[src/rtl/adc_pkg.sv]
// Shared definitions for the ADC frame packer: frame geometry, header word,
// output FSM state encoding, frame record layout and the checksum helper.
package adc_pkg;

  localparam int          NUM_CH           = 8;
  localparam int          FRAME_WORDS      = 11;  // header + seq + channels + csum
  localparam logic [15:0] ADC_FRAME_HEADER = 16'hA5A5;

  typedef enum logic [2:0] {
    ST_IDLE = 3'd0,
    ST_HDR  = 3'd1,
    ST_SEQ  = 3'd2,
    ST_DATA = 3'd3,
    ST_CSUM = 3'd4
  } pack_state_t;

  // One buffered frame; ch[0] holds CH1, ch[NUM_CH-1] holds CH8.
  typedef struct packed {
    logic [15:0]                   seq;
    logic [NUM_CH-1:0][15:0]       ch;
    logic [15:0]                   csum;
  } frame_t;

  // 16-bit wrap-around sum of the sequence number and all channel words.
  // The header is deliberately not part of the sum.
  function automatic logic [15:0] frame_csum(input logic [15:0]             seq,
                                             input logic [NUM_CH-1:0][15:0] ch);
    logic [15:0] sum;
    sum = seq;
    for (int i = 0; i < NUM_CH; i++) begin
      sum = sum + ch[i];
    end
    return sum;
  endfunction

endpackage

[src/rtl/adc_frame_packer_if.sv]
// Output word stream of the frame packer toward the host link.
//
// Handshake: a word transfers on every sys_clk edge where out_valid and
// out_ready are both high. Once out_valid is raised, out_data and out_last
// stay unchanged until that transfer happens (except on clear or reset,
// which abort the frame). out_ready may change freely and never depends on
// out_valid at the master side.
interface adc_frame_packer_if;
  import adc_pkg::*;

  logic [15:0] out_data;
  logic        out_valid;
  logic        out_last;
  logic        out_ready;

  modport master (
    output out_data,
    output out_valid,
    output out_last,
    input  out_ready
  );

  modport slave (
    input  out_data,
    input  out_valid,
    input  out_last,
    output out_ready
  );

endinterface

[src/rtl/adc_frame_fifo.sv]
// Two-entry synchronous FIFO of frame records. A push while full is accepted
// only when a pop happens in the same cycle (the pop frees the slot first).
module adc_frame_fifo
  import adc_pkg::*;
(
  input  logic       sys_clk,
  input  logic       rst_n,
  input  logic       clear,
  input  logic       push,
  input  frame_t     push_data,
  input  logic       pop,
  output frame_t     head,
  output logic [1:0] count,
  output logic       full,
  output logic       empty
);

  frame_t     mem [2];
  logic       wr_ptr;
  logic       rd_ptr;
  logic       do_push;
  logic       do_pop;

  assign empty   = (count == 2'd0);
  assign full    = (count == 2'd2);
  assign do_pop  = pop && !empty;
  assign do_push = push && (!full || do_pop);
  assign head    = mem[rd_ptr];

  // Storage write; contents are don't-care until counted as valid.
  always_ff @(posedge sys_clk) begin
    if (do_push) begin
      mem[wr_ptr] <= push_data;
    end
  end

  // Pointer and occupancy bookkeeping, cleared by reset or packer clear.
  always_ff @(posedge sys_clk) begin
    if (!rst_n || clear) begin
      wr_ptr <= 1'b0;
      rd_ptr <= 1'b0;
      count  <= 2'd0;
    end else begin
      if (do_push) begin
        wr_ptr <= ~wr_ptr;
      end
      if (do_pop) begin
        rd_ptr <= ~rd_ptr;
      end
      case ({do_push, do_pop})
        2'b10:   count <= count + 2'd1;
        2'b01:   count <= count - 2'd1;
        default: count <= count;
      endcase
    end
  end

endmodule

[src/rtl/adc_frame_packer.sv]
// Packs each completed 8-channel ADC conversion into an 11-word stream:
// header, sequence number, CH1..CH8, checksum. Conversions are detected on
// the synchronized rising edge of adc_read_done, buffered two deep, and
// dropped (and counted) when the buffer has no room.
module adc_frame_packer
  import adc_pkg::*;
(
  input  logic                       sys_clk,
  input  logic                       rst_n,
  input  logic                       pack_en,
  input  logic                       adc_read_done,
  input  logic [15:0]                adc_ch1_data_in,
  input  logic [15:0]                adc_ch2_data_in,
  input  logic [15:0]                adc_ch3_data_in,
  input  logic [15:0]                adc_ch4_data_in,
  input  logic [15:0]                adc_ch5_data_in,
  input  logic [15:0]                adc_ch6_data_in,
  input  logic [15:0]                adc_ch7_data_in,
  input  logic [15:0]                adc_ch8_data_in,
  adc_frame_packer_if.master         out_if,
  output logic [15:0]                drop_cnt,
  output logic                       frame_active,
  output pack_state_t                dbg_state
);

  logic                    done_sync1;
  logic                    done_sync2;
  logic                    done_hist;
  logic                    cap_pulse;
  logic [15:0]             seq_q;
  logic [NUM_CH-1:0][15:0] ch_vec;
  frame_t                  cap_entry;
  frame_t                  head;
  logic [1:0]              fifo_count;
  logic                    fifo_full;
  logic                    fifo_empty;
  logic                    push;
  logic                    pop;
  logic                    drop;
  pack_state_t             state_q;
  pack_state_t             state_d;
  logic [2:0]              ch_idx_q;
  logic [2:0]              ch_idx_d;
  logic [15:0]             data_c;
  logic                    valid_c;
  logic                    last_c;

  // Two-flop synchronizer plus edge history for the done level.
  always_ff @(posedge sys_clk) begin
    if (!rst_n) begin
      done_sync1 <= 1'b0;
      done_sync2 <= 1'b0;
      done_hist  <= 1'b0;
    end else begin
      done_sync1 <= adc_read_done;
      done_sync2 <= done_sync1;
      done_hist  <= done_sync2;
    end
  end

  // One pulse per low-to-high transition; suppressed while the packer is off.
  assign cap_pulse = pack_en && done_sync2 && !done_hist;

  assign ch_vec[0] = adc_ch1_data_in;
  assign ch_vec[1] = adc_ch2_data_in;
  assign ch_vec[2] = adc_ch3_data_in;
  assign ch_vec[3] = adc_ch4_data_in;
  assign ch_vec[4] = adc_ch5_data_in;
  assign ch_vec[5] = adc_ch6_data_in;
  assign ch_vec[6] = adc_ch7_data_in;
  assign ch_vec[7] = adc_ch8_data_in;

  // Snapshot record: checksum is computed once here and stored with the frame.
  always_comb begin
    cap_entry      = '0;
    cap_entry.seq  = seq_q;
    cap_entry.ch   = ch_vec;
    cap_entry.csum = frame_csum(seq_q, ch_vec);
  end

  // A frame leaves the buffer when its checksum word is accepted. That pop
  // frees a slot in the same cycle, so a simultaneous capture is never dropped.
  assign pop  = (state_q == ST_CSUM) && out_if.out_ready;
  assign push = cap_pulse && (!fifo_full || pop);
  assign drop = cap_pulse && fifo_full && !pop;

  adc_frame_fifo u_fifo (
    .sys_clk   (sys_clk),
    .rst_n     (rst_n),
    .clear     (!pack_en),
    .push      (push),
    .push_data (cap_entry),
    .pop       (pop),
    .head      (head),
    .count     (fifo_count),
    .full      (fifo_full),
    .empty     (fifo_empty)
  );

  // Sequence number advances on every capture attempt, dropped or not, so the
  // sink can see the gap left by a dropped frame.
  always_ff @(posedge sys_clk) begin
    if (!rst_n || !pack_en) begin
      seq_q <= 16'h0000;
    end else if (cap_pulse) begin
      seq_q <= seq_q + 16'h0001;
    end
  end

  // Saturating drop counter; survives a packer clear, only reset zeroes it.
  always_ff @(posedge sys_clk) begin
    if (!rst_n) begin
      drop_cnt <= 16'h0000;
    end else if (drop && (drop_cnt != 16'hFFFF)) begin
      drop_cnt <= drop_cnt + 16'h0001;
    end
  end

  // Output FSM state register; a packer clear aborts any frame in flight.
  always_ff @(posedge sys_clk) begin
    if (!rst_n || !pack_en) begin
      state_q  <= ST_IDLE;
      ch_idx_q <= 3'd0;
    end else begin
      state_q  <= state_d;
      ch_idx_q <= ch_idx_d;
    end
  end

  // Next-state and word selection; every state advances only on a transfer.
  always_comb begin
    state_d  = state_q;
    ch_idx_d = ch_idx_q;
    valid_c  = 1'b0;
    last_c   = 1'b0;
    data_c   = 16'h0000;
    case (state_q)
      ST_IDLE: begin
        if (!fifo_empty) begin
          state_d = ST_HDR;
        end
      end
      ST_HDR: begin
        valid_c = 1'b1;
        data_c  = ADC_FRAME_HEADER;
        if (out_if.out_ready) begin
          state_d = ST_SEQ;
        end
      end
      ST_SEQ: begin
        valid_c = 1'b1;
        data_c  = head.seq;
        if (out_if.out_ready) begin
          state_d  = ST_DATA;
          ch_idx_d = 3'd0;
        end
      end
      ST_DATA: begin
        valid_c = 1'b1;
        data_c  = head.ch[ch_idx_q];
        if (out_if.out_ready) begin
          if (ch_idx_q == 3'(NUM_CH - 1)) begin
            state_d = ST_CSUM;
          end else begin
            ch_idx_d = ch_idx_q + 3'd1;
          end
        end
      end
      ST_CSUM: begin
        valid_c = 1'b1;
        last_c  = 1'b1;
        data_c  = head.csum;
        if (out_if.out_ready) begin
          // Occupancy after this pop (plus any same-cycle capture) decides
          // whether the next frame starts immediately.
          if ((fifo_count > 2'd1) || push) begin
            state_d = ST_HDR;
          end else begin
            state_d = ST_IDLE;
          end
        end
      end
      default: begin
        state_d  = ST_IDLE;
        ch_idx_d = 3'd0;
      end
    endcase
  end

  // Outputs derive only from registered state and the buffer head, which does
  // not move until the checksum is accepted, so a stalled word holds steady.
  assign out_if.out_valid = valid_c;
  assign out_if.out_last  = last_c;
  assign out_if.out_data  = data_c;
  assign frame_active     = (state_q != ST_IDLE);
  assign dbg_state        = state_q;

endmodule

[src/flat_wrapper.sv]
// flat-port wrapper written by rule: the top's interface ports become plain ports
module adc_frame_packer_flat import adc_pkg::*;
  (sys_clk, rst_n, pack_en, adc_read_done, adc_ch1_data_in, adc_ch2_data_in, adc_ch3_data_in, adc_ch4_data_in, adc_ch5_data_in, adc_ch6_data_in, adc_ch7_data_in, adc_ch8_data_in, drop_cnt, frame_active, dbg_state, out_if_out_data, out_if_out_valid, out_if_out_last, out_if_out_ready);
  adc_frame_packer_if out_if_i ();
  input  logic sys_clk;
  input  logic rst_n;
  input  logic pack_en;
  input  logic adc_read_done;
  input  logic [15:0] adc_ch1_data_in;
  input  logic [15:0] adc_ch2_data_in;
  input  logic [15:0] adc_ch3_data_in;
  input  logic [15:0] adc_ch4_data_in;
  input  logic [15:0] adc_ch5_data_in;
  input  logic [15:0] adc_ch6_data_in;
  input  logic [15:0] adc_ch7_data_in;
  input  logic [15:0] adc_ch8_data_in;
  output logic [15:0] drop_cnt;
  output logic frame_active;
  output pack_state_t dbg_state;
  output wire logic [$bits(out_if_i.out_data)-1:0] out_if_out_data;
  output wire logic [$bits(out_if_i.out_valid)-1:0] out_if_out_valid;
  output wire logic [$bits(out_if_i.out_last)-1:0] out_if_out_last;
  input wire logic [$bits(out_if_i.out_ready)-1:0] out_if_out_ready;
  assign out_if_out_data = out_if_i.out_data;
  assign out_if_out_valid = out_if_i.out_valid;
  assign out_if_out_last = out_if_i.out_last;
  assign out_if_i.out_ready = out_if_out_ready;
  adc_frame_packer u_core (.sys_clk(sys_clk), .rst_n(rst_n), .pack_en(pack_en), .adc_read_done(adc_read_done), .adc_ch1_data_in(adc_ch1_data_in), .adc_ch2_data_in(adc_ch2_data_in), .adc_ch3_data_in(adc_ch3_data_in), .adc_ch4_data_in(adc_ch4_data_in), .adc_ch5_data_in(adc_ch5_data_in), .adc_ch6_data_in(adc_ch6_data_in), .adc_ch7_data_in(adc_ch7_data_in), .adc_ch8_data_in(adc_ch8_data_in), .out_if(out_if_i), .drop_cnt(drop_cnt), .frame_active(frame_active), .dbg_state(dbg_state));
endmodule
[config.mk]
export PLATFORM = sky130hd
export DESIGN_NAME = adc_frame_packer_flat
export DESIGN_NICKNAME = d
export VERILOG_FILES = /design/src/rtl/adc_pkg.sv /design/src/rtl/adc_frame_packer_if.sv /design/src/rtl/adc_frame_fifo.sv /design/src/rtl/adc_frame_packer.sv /design/src/flat_wrapper.sv
export SDC_FILE = /design/constraint.sdc
export NUM_CORES = 1
export LEC_CHECK = 0
export CAP_MARGIN = 20
export CORE_AREA = 10 10 139 268
export DETAILED_ROUTE_END_ITERATION = 8
export DIE_AREA = 0 0 149 278
export GPL_ROUTABILITY_DRIVEN = 0
export HOLD_SLACK_MARGIN = 0.05
export PLACE_DENSITY = 0.88
export SLEW_MARGIN = 30
export SYNTH_ARGS = -nofsm -noshare
export SYNTH_HDL_FRONTEND = slang
export SYNTH_HIERARCHICAL = 1
export SYNTH_SLANG_ARGS = --single-unit
[constraint.sdc]
create_clock -name sys_clk -period 12.8 [get_ports sys_clk]
set_input_delay 2.56 -clock sys_clk [delete_from_list [all_inputs] [get_ports sys_clk]]
set_output_delay 2.56 -clock sys_clk [all_outputs]
set_load 0.1 [all_outputs]
==> impl_metrics.tcl <==
set metrics [dict create \
    outcome "complete, no violations" \
    main_combinational_cell_family_by_area_after_synthesis "multiplexers" \
    wl_final_microns 40900 \
    detail_route.iter0.violations 618 \
    timing.reg2reg.worst_path_depth 14 \
    grt_antenna_before_repair 2 \
    finalCritPeriodShare 0.585 \
    arrival_time_of_the_worst_setup_path_ps 4930 \
    routed_via_density 5.53 \
    synthToLayoutAreaGrowth_pct 16.8 \
    die_w_microns 149 \
    top_layer_in_use "met4" \
    power_density_mw_per_mm2 156 \
    setup_violations 0 \
    critical_path.max_stage_delay_ps 1000 \
    floorplan.io_pins 171 \
    hold_path_class "register to register" \
    post-route-cell-area_sq_mm 0.0220 \
    synthesis_warning_total 6 \
    ys_async_sr_fraction 0 \
    hold-path-cell-count 1 \
    layout-drive-gt1-share 0.189 \
    synth_seq_cells 366 \
    grt_max_degree 116 \
    avgSynthCellArea_sq_um 15.5 \
    clock_tree.root_cell "clkbuf_16" \
    report.final.hold_viol_count 0 \
    grt_setup_unrepaired "no" \
    critPathMostFrequentCell "mux2_2" \
    synth.lib_cells_used.distinct 56 \
    vias 10300 \
    design_power_total_uw 3410 \
    initial_drt_pass_iterations 5 \
    fmax_mhz 134 \
    placement_rows 94 \
    detailroute.wirelength.met2_microns 23800 \
    critical-path-slowest-cell "clkdlybuf4s50_1" \
    cts_post_setup_buffers_inserted 0 \
    wire_per_inst_microns 22.0 \
    post_synth_inst_count 1216 \
    synth_enable_flop_cells 320 \
    place.port_buffers 170 \
    post_synthesis_sequential_area_ratio 0.560 \
    globalRouteTotalUtil 0.199 \
    timing.max_slew.rel_slack 0.307 \
    wl_met1_microns 13700 \
    detailedPlacementHpwl_microns 29000 \
    floorplan.die.height_microns 278 \
    crit_buf_inv 2 \
    power_frac_comb 0.278 \
    wl_met3_microns 1900 \
    synth-simple-area-share 0.0408 \
    core_area_sq_mm 0.0329 \
    power_switching_uw 970 \
    tritoncts_num_sinks 366 \
    critical_path_class "register to output pin" \
    seq_power_share 0.419 \
    p_clk_frac 0.303 \
    postPlaceCellArea_sq_mm 0.0208 \
    critPathMaxFanout 115 \
    final_nets 1647 \
    power.ir.vdd_worst_mv 0.134 \
    timing.max_cap.violations 0 \
    grt_first_pass_wirelength_microns 63500 \
    ant_nets 0 \
    htree_levels 2 \
    worst_slew_pin_slew_ps 1040 \
    via_count_of_the_first_global_routing_pass 11400 \
    cp-end-kind "output pin" \
    synth_area_sq_mm 0.0188 \
    post_cts_resized 0 \
    synth_top_flop_cell "edfxtp_1" \
    post-route-drc-count 0 \
    die_area_sq_mm 0.0414 \
    synth-compound-area-share 0.0327 \
    start_kind "register" \
    cp.depth 7 \
    synth.net_count 1470 \
    fin_setup_tns_ps 0 \
    post_synth_xor_xnor_area 0.0247 \
    clk-insertion-delay-late_ps 520 \
    critical-path-top-delay-family "buffers and inverters" \
    floorplan.initialDensity 0.571 \
    layout_min_cycle_time_ps 7490 \
    intPower_uw 2440 \
    overflow 0 \
    leakage_uw 0.00798 \
    cts_inserted_buffers 35 \
    power_switching_share 0.284 \
    clk_pin_slew_ps 70 \
    ctsHoldBuffers 0 \
    timing.critical_path.required_ps 10240 \
    skew_ps 9.68 \
    post_synth_mux_area_share 0.169 \
    timing.critical_path.cells "buf_12, mux2_2, mux4_1, mux2_2, a22oi_1, o22ai_1, clkdlybuf4s50_1" \
    max_slew_vio_count 0 \
    tritoncts "done" \
    synthAdderAreaFrac 0.121 \
    cts-root-to-sink-buffers 3 \
]
placed cells by master (no fill, tap or decap), types with 8 or more instances in the layout:
master / instances
nor3_1: 11
dfxtp_1: 44
buf_4: 12
mux2_2: 68
o22ai_1: 8
edfxtp_1: 320
inv_1: 164
a22oi_1: 8
mux4_1: 18
nand3_1: 10
nand2_1: 41
xor2_1: 18
ha_1: 20
mux2i_1: 12
xnor2_1: 35
nor2_1: 45
mux2_4: 100
a21oi_1: 28
fa_1: 101
clkbuf_16: 37
mux4_2: 14
clkdlybuf4s50_1: 163
o21ai_0: 28
worst paths after layout:
| check | startpoint | end | slack (ps) |
|---|---|---|---|
| worst max-delay path | register | out_if_out_data[8] | 5310 |
| worst min-delay path | u_core/done_sync1 | u_core/done_sync2 | 440 |
| worst max register to register | u_core/seq_q[2] | u_core/u_fifo/mem[1][14] | 7840 |
| worst min register to register | u_core/done_sync1 | u_core/done_sync2 | 440 |
cell type report:
cell class,instances,area (sq um)
fill,2237,11000
clock inverter,18,181
timing repair buffer,184,1800
clock buffer,44,962
sequential,366,10500
multi-input combinational,642,7310
inverter,164,616
tap,432,541
antenna,3,7.51
worst register-to-register path, delay by kind of cell, from the launching register on:
family          cells  cell delay [ps]
fa+ha+maj           6             2720
compound gates      5             1280
flops               1              460
xor+xnor            1              150
buf+inv             2               90
layer usage:
layer,up-vias,GRT usage
met4,0,0.0831
met2,282,0.385
li1,4689,-
met3,88,0.0319
met1,5194,0.201
met5,-,0
cells by family after synthesis:
| family | Yosys count |
|---|---|
| compound gates | 100 |
| xor+xnor | 53 |
| mux | 212 |
| flops | 366 |
| buf+inv | 208 |
| simple gates | 156 |
| fa+ha+maj | 121 |
power groups by stage:
stage | clock, uW | sequential, uW | combinational (uW)
2_1_floorplan | 0 | 1460 | 680
6_report | 1030 | 1430 | 949
4_1_cts | 1050 | 1430 | 961
3_3_place_gp | 0 | 1460 | 912
5_1_grt | 1100 | 1430 | 1080
3_5_place_dp | 0 | 1460 | 951
sequential cells by signal, summed over array words and instances, names as in the netlist, named ones only:
signal and flops:
u_core/done_sync1 1, u_core/u_fifo/wr_ptr 1, u_core/done_hist 1, u_core/seq_q 16, u_core/done_sync2 1, u_core/dbg_state 3
u_core/ch_idx_q 3, u_core/u_fifo/mem 320, u_core/u_fifo/rd_ptr 1, u_core/drop_cnt 16, u_core/u_fifo/count 2
stage by stage:
stage | std cells | worst slack [ps] | util | hold WS (ps)
final | 1853 | 5310 | 0.667 | 442
after global routing | 1852 | 5130 | 0.667 | 456
after CTS | 1849 | 5230 | 0.666 | 445
after detailed placement | 1787 | 5130 | 0.631 | 429
after global placement | 1787 | 5230 | 0.632 | 418
after floorplan | 1216 | 1990 | - | 412
Yosys cell counts, types with 5 or more instances:
cell	count	area, sq um
edfxtp_1	320	9610
inv_1	164	616
fa_1	101	2020
mux2_4	100	1500
mux2_2	68	766
nor2_1	47	176
dfxtp_1	46	921
nand2_1	41	154
xnor2_1	35	307
a21oi_1	28	140
o21ai_0	28	140
ha_1	20	250
buf_6	19	214
mux4_1	18	473
xor2_1	18	158
mux4_2	14	315
buf_2	13	65.1
mux2i_1	12	120
nor3_1	11	55.1
nand3_1	10	50.1
a22oi_1	8	60.1
o22ai_1	8	50.1
nand4_1	7	43.8
clkbuf_1	6	22.5
nand2b_1	6	37.5
or3_1	6	37.5
a211oi_1	5	37.5
a21o_1	5	37.5
and2_1	5	31.3
Note: power is estimated with default switching activity, not from simulation.
